--- src/rtl/rf_write_arbiter.sv ---
// rf_write_arbiter
// Shares the register file's single write port (we3/ad3/wd3) between the
// execute writeback (src0) and the load/long-latency writeback (src1), and
// keeps a pending-write scoreboard (busy) for RAW hazard stalls at issue.
//
// Build option:
//   RF_ARB_RR_EN defined   -> round-robin arbitration. After a contested grant
//                             the priority pointer moves to the loser.
//   RF_ARB_RR_EN undefined -> fixed priority. src0 always wins and there is
//                             no pointer register.
//
// The write stage drains every cycle, so an uncontested request is always
// accepted. Ready depends only on the valid inputs and the pointer, never on
// the addresses. A write to x0 is accepted but does not assert we3.

module rf_write_arbiter #(
    parameter int DATA_WIDTH = 32,
    parameter int ADDR_WIDTH = 5
) (
    input  logic                     clk,
    input  logic                     rst,
    input  logic                     s0_valid,
    input  logic [ADDR_WIDTH-1:0]    s0_addr,
    input  logic [DATA_WIDTH-1:0]    s0_data,
    output logic                     s0_ready,
    input  logic                     s1_valid,
    input  logic [ADDR_WIDTH-1:0]    s1_addr,
    input  logic [DATA_WIDTH-1:0]    s1_data,
    output logic                     s1_ready,
    input  logic                     rsv_valid,
    input  logic [ADDR_WIDTH-1:0]    rsv_addr,
    output logic                     we3,
    output logic [ADDR_WIDTH-1:0]    ad3,
    output logic [DATA_WIDTH-1:0]    wd3,
    output logic [2**ADDR_WIDTH-1:0] busy
);

    localparam int NREGS = 2**ADDR_WIDTH;

    logic                  gnt0;
    logic                  gnt1;
    logic [ADDR_WIDTH-1:0] win_addr;
    logic [DATA_WIDTH-1:0] win_data;
    logic                  wr_next;
    logic [NREGS-1:0]      busy_next;

`ifdef RF_ARB_RR_EN
    // 0 -> src0 has priority on contention, 1 -> src1 has priority.
    logic ptr;
`endif

    // Grant: a lone requester wins; on contention the priority source wins.
    always_comb begin
        gnt0 = 1'b0;
        gnt1 = 1'b0;
        if (!rst) begin
            if (s0_valid && s1_valid) begin
`ifdef RF_ARB_RR_EN
                gnt0 = ~ptr;
                gnt1 = ptr;
`else
                gnt0 = 1'b1;
`endif
            end else begin
                gnt0 = s0_valid;
                gnt1 = s1_valid;
            end
        end
    end

    assign s0_ready = gnt0;
    assign s1_ready = gnt1;

    // Winner's write, suppressed for x0 (still accepted, never written).
    always_comb begin
        win_addr = gnt1 ? s1_addr : s0_addr;
        win_data = gnt1 ? s1_data : s0_data;
        wr_next  = (gnt0 || gnt1) && (win_addr != '0);
    end

    // Scoreboard update: retiring write clears, reservation sets, set wins.
    always_comb begin
        busy_next = busy;
        if (we3) begin
            busy_next[ad3] = 1'b0;
        end
        if (rsv_valid && (rsv_addr != '0)) begin
            busy_next[rsv_addr] = 1'b1;
        end
        busy_next[0] = 1'b0;
    end

    // Registered write port and scoreboard; ad3/wd3 hold when nothing is written.
    always_ff @(posedge clk) begin
        if (rst) begin
            we3  <= 1'b0;
            ad3  <= '0;
            wd3  <= '0;
            busy <= '0;
        end else begin
            we3  <= wr_next;
            busy <= busy_next;
            if (wr_next) begin
                ad3 <= win_addr;
                wd3 <= win_data;
            end
        end
    end

`ifdef RF_ARB_RR_EN
    // Priority pointer moves to the losing source after each contested grant.
    always_ff @(posedge clk) begin
        if (rst) begin
            ptr <= 1'b0;
        end else if (s0_valid && s1_valid) begin
            ptr <= ~ptr;
        end
    end
`endif

endmodule

--- config.mk ---
export PLATFORM = sky130hd
export DESIGN_NAME = rf_write_arbiter
export DESIGN_NICKNAME = d
export VERILOG_FILES = /design/src/rtl/rf_write_arbiter.sv
export SDC_FILE = /design/constraint.sdc
export NUM_CORES = 1
export LEC_CHECK = 0
export CAP_MARGIN = 40
export CELL_PAD_IN_SITES_DETAIL_PLACEMENT = 1
export CELL_PAD_IN_SITES_GLOBAL_PLACEMENT = 2
export CORE_MARGIN = 1
export CORE_UTILIZATION = 21
export DETAILED_ROUTE_END_ITERATION = 10
export PLACE_DENSITY = 0.73
export SYNTH_ARGS = -nofsm -noshare
export SYNTH_HDL_FRONTEND = slang
export SYNTH_SLANG_ARGS = --single-unit
--- constraint.sdc ---
create_clock -name clk -period 1.48 [get_ports clk]
set_clock_uncertainty 0.1 [all_clocks]
set_input_delay 0.37 -clock clk [delete_from_list [all_inputs] [get_ports clk]]
set_output_delay 0.37 -clock clk [all_outputs]
set_load 0.02 [all_outputs]
==> results of run 1 <==
[worst min-delay path, cell delays in order]
cell and delay [ps]:
buf_6 80, buf_4 90, a22oi_1 80, a21oi_1 120
[registers in the layout, summed over array words and instances (netlist names)]
name  flops
ad3       5
busy     31
wd3      32
we3       1
[cell usage after synthesis (all sizes together)]
cell,n,area [sq um]
nor3,1,5.00
nand3b,5,37.5
nor4,1,12.5
and3,2,12.5
a22o,1,8.76
nand3,3,15.0
and3b,3,26.3
dlymetal6s2s,2,25.0
dfxtp,69,1380
o41ai,1,27.5
a22oi,2,15.0
or3b,3,26.3
or3,1,6.26
o21ai,32,171
nand2b,1,13.8
nor3b,4,30.0
o22ai,35,438
nand2,34,128
clkinv,1,3.75
buf,22,208
o311a,35,350
clkbuf,9,43.8
conb,1,3.75
o21a,1,7.51
nor2b,2,12.5
a21oi,34,170
dlygate4sd1,3,26.3
nor2,75,282
[stage by stage]
stage          utilization  instance area [sq um]
2_1_floorplan            -                   3490
4_1_cts              0.382                   6140
5_1_grt              0.367                   5890
3_5_place_dp         0.334                   5370
6_report             0.367                   5900
3_3_place_gp         0.334                   5370
[metal layers]
layer,share of wire,GRT usage,vias up,routed length (um)
met2,0.50,0.300,114,7050
met1,0.42,0.196,1762,5910
met4,0.021,0.0636,2,292
met5,0.00085,0,-,12
met3,0.060,0.0529,21,850
li1,-,-,1770,-
[cells by family (layout without fill, tap and decap cells)]
group | after synthesis | in the layout | synth area share
DFF | 69 | 69 | 0.396
other | 1 | 3 | 0.00108
buffers and inverters | 37 | 222 | 0.0879
and+or+nand+nor | 135 | 135 | 0.174
AOI/OAI and AO/OA | 141 | 141 | 0.341
[report_power, final]
part / internal [W] / switching, W / leakage [nW]
Combinational: 0.000717 / 0.000690 / 1.68
Clock: 0.00147 / 0.000873 / 0.145
Sequential: 0.00197 / 0.0000722 / 0.568
[worst min-delay path by stage]
| stage | depth (start not counted) | slack [ps] | to |
|---|---|---|---|
| 2_1_floorplan | 2 | 450 | busy[27] |
| 3_3_place_gp | 2 | 370 | busy[17] |
| 3_5_place_dp | 2 | 370 | busy[16] |
| 4_1_cts | 4 | 320 | ad3[3] |
| 5_1_grt | 4 | 360 | ad3[3] |
| 6_report | 4 | 350 | ad3[3] |
[layout make-up]
type / count / share of cell area
Clock buffer: 10 / 0.0388
Multi-Input combinational cell: 277 / 0.319
Inverter: 1 / 0.000637
Tap cell: 216 / 0.0458
Timing Repair Buffer: 205 / 0.345
Antenna cell: 2 / 0.000849
Clock inverter: 6 / 0.0149
Sequential cell: 69 / 0.235
[timing repair]
action / in CTS / in global routing
gates resized for setup: 252 / 55
setup endpoints to repair: 116 / 88
gates cloned: 7 / 0
hold endpoints to repair: 0 / 0
setup buffers: 12 / 2
pin swaps: 10 / 5
==> results.toml, run 1 <==
[status]
status = "complete, but fails checks"
violations = "setup timing"

[final_layout]
stdcell_count = 786
nFillCells = 1828
multi_input_area_sq_um = 1880
nNetsFinal = 647
regArea_sq_um = 1380
area_growth_pct = 69.1
final_common_cell = "nor2_1"
final_cell_mix = "nor2_1, clkdlybuf4s50_1, dfxtp_1"
drive_above_1_share = 0.331

[clocking]
cts_tree = "built"
cts_hold_buf = 0
clkTransAtPathRegs_ps = 60
worstSkewPairLatency_ps = 330
root_buffer = "clkbuf_16"
cts_max_level = 3
cts_buffers = 9
cts_sinks = 69
cts_max_path_buffers = 2

[route]
wl_per_cell_um = 18.0
finalWirelength_um = 14100
via_per_inst = 4.67
dr.pass1.iters = 4
ant_nets = 0
vias = 3669
drcViolationCount = 0
drt_iter0_markers = 170

[floorplan]
start_util = 0.217
core_sq_um = 16100
rows = 46
die_area_sq_um = 17100
dieHeight_um = 131
ioPinCount = 156
fp.dieW_um = 131

[place]
numPortBuffers = 154
hpwl_um = 9780
gp_congestion = 0.765
place_ws_ps = -733
dp_cells = 753

[worst_setup_path]
worst-path-stages = 7
cp.buffers_inverters = 4
reg2reg_depth = 4
reg2reg_slack_ps = 60
path_cells = "buf_8 > o41ai_4 > o21ai_4 > buf_12 > buf_8 > buf_16 > o311a_1"
crit_path_end_kind = "flop"
reg2reg_to = "busy[16]"
cpLargestDelayFamily = "compound AO/OA/AOI/OAI gates"
arrival_ps = 1760
crit_path_frequent_cell = "buf_8"
crit_path_start = "s0_addr[1]"
crit_type = "input port to flop"
required_ps = 1600
slowest_delay_ps = 420
slowest_stage = "o41ai_4"
cp_max_fo = 5
r2r_start = "ad3[2]"
crit_path_end = "wd3[2]"
crit_path_start_kind = "input port"

[global_routing]
grt_max_degree = 38
grt_pass1_wl_um = 21800
grt_antenna_before_repair = 3
grt_pass1_vias = 4011
grt_usage = 0.172
grt_remaining_overflow = 0

[timing]
fmax_mhz = 612
slew_violations = 0
rsz0062_at_grt = "yes"
worst_slack_ps = -155
whs_ps = 345
finalHoldViolCount = 0
fin_crit_sh = 1.10
setup_tns_ps = -1910
finalSetupViolCount = 34
min_period_ps = 1640

[synth]
synth_cell_types = 34
syn_avg_cell_area_sq_um = 9.10
syn_area_sq_um = 3490
ys_seq_area_frac = 0.396
yosysWarnings = 0
mappedNetlistNets = 467
postSynthCellCount = 383
synth-seq-cells = 69

[pwr]
peakVddDrop_mv = 0.544
powerDensity_nw_per_um2 = 983
cellLeakagePower_nw = 2.39
power.total_w = 0.00580

[worst_hold_path]
hold_class = "input port to flop"
hold_path.startpoint = "s0_addr[3]"

[run]
maxCapViolations = 0
Power figures use the tool's default switching activity.
==> run 2, diff against run 1 <==
--- a/config.mk
+++ b/config.mk
@@ -8,10 +8,11 @@
 export CAP_MARGIN = 40
 export CELL_PAD_IN_SITES_DETAIL_PLACEMENT = 1
 export CELL_PAD_IN_SITES_GLOBAL_PLACEMENT = 2
+export CORE_ASPECT_RATIO = 0.5
 export CORE_MARGIN = 1
-export CORE_UTILIZATION = 21
+export CORE_UTILIZATION = 24
 export DETAILED_ROUTE_END_ITERATION = 10
-export PLACE_DENSITY = 0.73
+export PLACE_DENSITY = 0.78
 export SYNTH_ARGS = -nofsm -noshare
 export SYNTH_HDL_FRONTEND = slang
 export SYNTH_SLANG_ARGS = --single-unit
==> constraint.sdc (replaced) <==
create_clock -name clk -period 1.8 [get_ports clk]
set_clock_uncertainty 0.1 [all_clocks]
set_input_delay 0.45 -clock clk [delete_from_list [all_inputs] [get_ports clk]]
set_output_delay 0.45 -clock clk [all_outputs]
set_load 0.02 [all_outputs]
==> run 2 against run 1 <==
  * The run now ends clean
  * Core utilization up 3.8 points
  * Non-clock buffer count shrank 16
  * Cell area decreased by 4.7%
  * Clock power fell by 16%
  * Final cell count is 5.3% lower
  * Largest power group unchanged
  * Critical path type unchanged
==> results.toml, run 2 (synthesis gave the netlist of run 1 again) <==
[place]
numPortBuffers = 154
gp_congestion = 0.726
placed_area_sq_um = 5300
hpwl_um = 9010

[final_layout]
final_cell_mix = "dlygate4sd2_1, nor2_1, clkdlybuf4s50_1"
drive_above_1_share = 0.174
area_growth_pct = 61.1
finish.instance_area_sq_um = 5620
nNetsFinal = 631
antennaDiodeCount = 0
final_common_cell = "dlygate4sd2_1"
largest_reg_flops = 32
top_regs = "wd3 (32), busy (31), ad3 (5)"
regMostFlops = "wd3"

[timing]
min_period_ps = 1740
rsz0062_at_grt = "no"
finalHoldViolCount = 0
finalSetupViolCount = 0
fmax_mhz = 573
whs_ps = 378
fin_crit_sh = 0.969
slew_violations = 0

[global_routing]
grt_pass1_wl_um = 20100
grt_max_degree = 36
met2_usage = 0.296
grt_util_met1 = 0.226
grt_remaining_overflow = 0
grt_antenna_before_repair = 0
grt_use_met3 = 0.0395
grt_usage = 0.175
grt_pass1_vias = 3516
busiest_layer = "met2"

[worst_setup_path]
arrival_ps = 1920
r2r_start = "we3"
path_cells = "dlygate4sd2_1 > o41ai_4 > o21ai_4 > buf_6 > buf_16 > o22ai_2 > o311a_1"
crit_type = "input port to flop"
crit_path_start_kind = "input port"
crit_path_end_kind = "flop"
cp.buffers_inverters = 3
cp_max_fo = 14
reg2reg_slack_ps = 300
required_ps = 1970
cpLargestDelayFamily = "compound AO/OA/AOI/OAI gates"
slowest_delay_ps = 370
reg2reg_to = "busy[28]"
reg2reg_depth = 3
slowest_stage = "o41ai_4"

[pwr]
peakVddDrop_mv = 0.381
powerDensity_nw_per_um2 = 830
cellLeakagePower_nw = 2.47
pwr-share-seq = 0.358
power.total_w = 0.00467
combinationalPowerShare = 0.219
swShare = 0.275
power_frac_clock = 0.423
p_switching_w = 0.00128
intPower_w = 0.00338

[route]
via_per_inst = 4.76
finalWirelength_um = 12800
wl_per_cell_um = 17.2
drcViolationCount = 0
ant_nets = 0
dr.pass1.iters = 4
drt_iter0_markers = 156
vias = 3545

[floorplan]
dieHeight_um = 87.2
fp.dieW_um = 172
core_sq_um = 13900
start_util = 0.252
rows = 30
ioPinCount = 156
die_area_sq_um = 15000

[run]
maxCapViolations = 0

[worst_hold_path]
hold-path-endpoint = "busy[15]"
hold_path.startpoint = "busy[15]"
worstHoldPathCells = 2
hold_class = "flop to flop"

[clocking]
cts_buffers = 9
root_buffer = "clkbuf_16"
clkTransAtPathRegs_ps = 60
cts_max_level = 3
cts_max_path_buffers = 2
cts_sinks = 69
worstSkewPairLatency_ps = 330
cts_tree = "built"

[status]
status = "completed"
-- run 2: layout make-up --
class                           instances  area, sq um
Timing Repair Buffer                  189         1840
Sequential cell                        69         1380
Tap cell                              192          240
Clock buffer                           10          239
Fill cell                            1598         8230
Multi-Input combinational cell        277         1820
Clock inverter                          6         95.1
Inverter                                1         3.75
-- run 2: worst max path at each step --
stage,start,to,slack [ps],cells after the start
6_report,s0_addr[0],wd3[2],60,7
5_1_grt,s0_addr[0],wd3[27],1,6
4_1_cts,s0_addr[1],wd3[15],30,6
3_5_place_dp,s0_valid,s1_ready,-480,4
3_3_place_gp,s1_valid,s1_ready,-480,4
2_1_floorplan,s0_valid,s1_ready,60,4
-- run 2: per-stage QoR --
stage | util | setup WS, ps | setup TNS [ps] | cells
6_report | 0.406 | 55.8 | 0 | 744
5_1_grt | 0.406 | 1.19 | 0 | 744
4_1_cts | 0.407 | 25.0 | 0 | 745
3_5_place_dp | 0.382 | -476 | -16610 | 723
3_3_place_gp | 0.382 | -480 | -15520 | 723
2_1_floorplan | - | 55.9 | 0 | 383
-- run 2: power groups by stage --
stage,Clock [W],Combinational [W],Sequential (W)
global route,0.00209,0.00110,0.00168
detailed placement,0,0.00106,0.00170
floorplan,0,0.000440,0.00181
global placement,0,0.00105,0.00170
CTS,0.00202,0.00104,0.00167
finish,0.00197,0.00102,0.00167
-- run 2: per-layer routing --
layer	share of wire	vias to the layer above
met5	0	-
met3	0.038	11
met4	0.0096	0
li1	-	1733
met1	0.48	1736
met2	0.47	65
-- run 2: worst reg2reg max path, stage by stage, from the launching register on --
cell     delay (ps)
dfxtp_1         380
or3b_2          590
o21ai_0         210
a21oi_1         100
-- run 2: what timing repair did --
item                                   CTS  global route
buffers inserted                         4             0
gates resized for setup                 95             4
setup endpoints to repair              106            25
endpoints found under the hold margin    0             0
pin swaps                                3             0
gates cloned                             2             0
hold buffers                             0             0
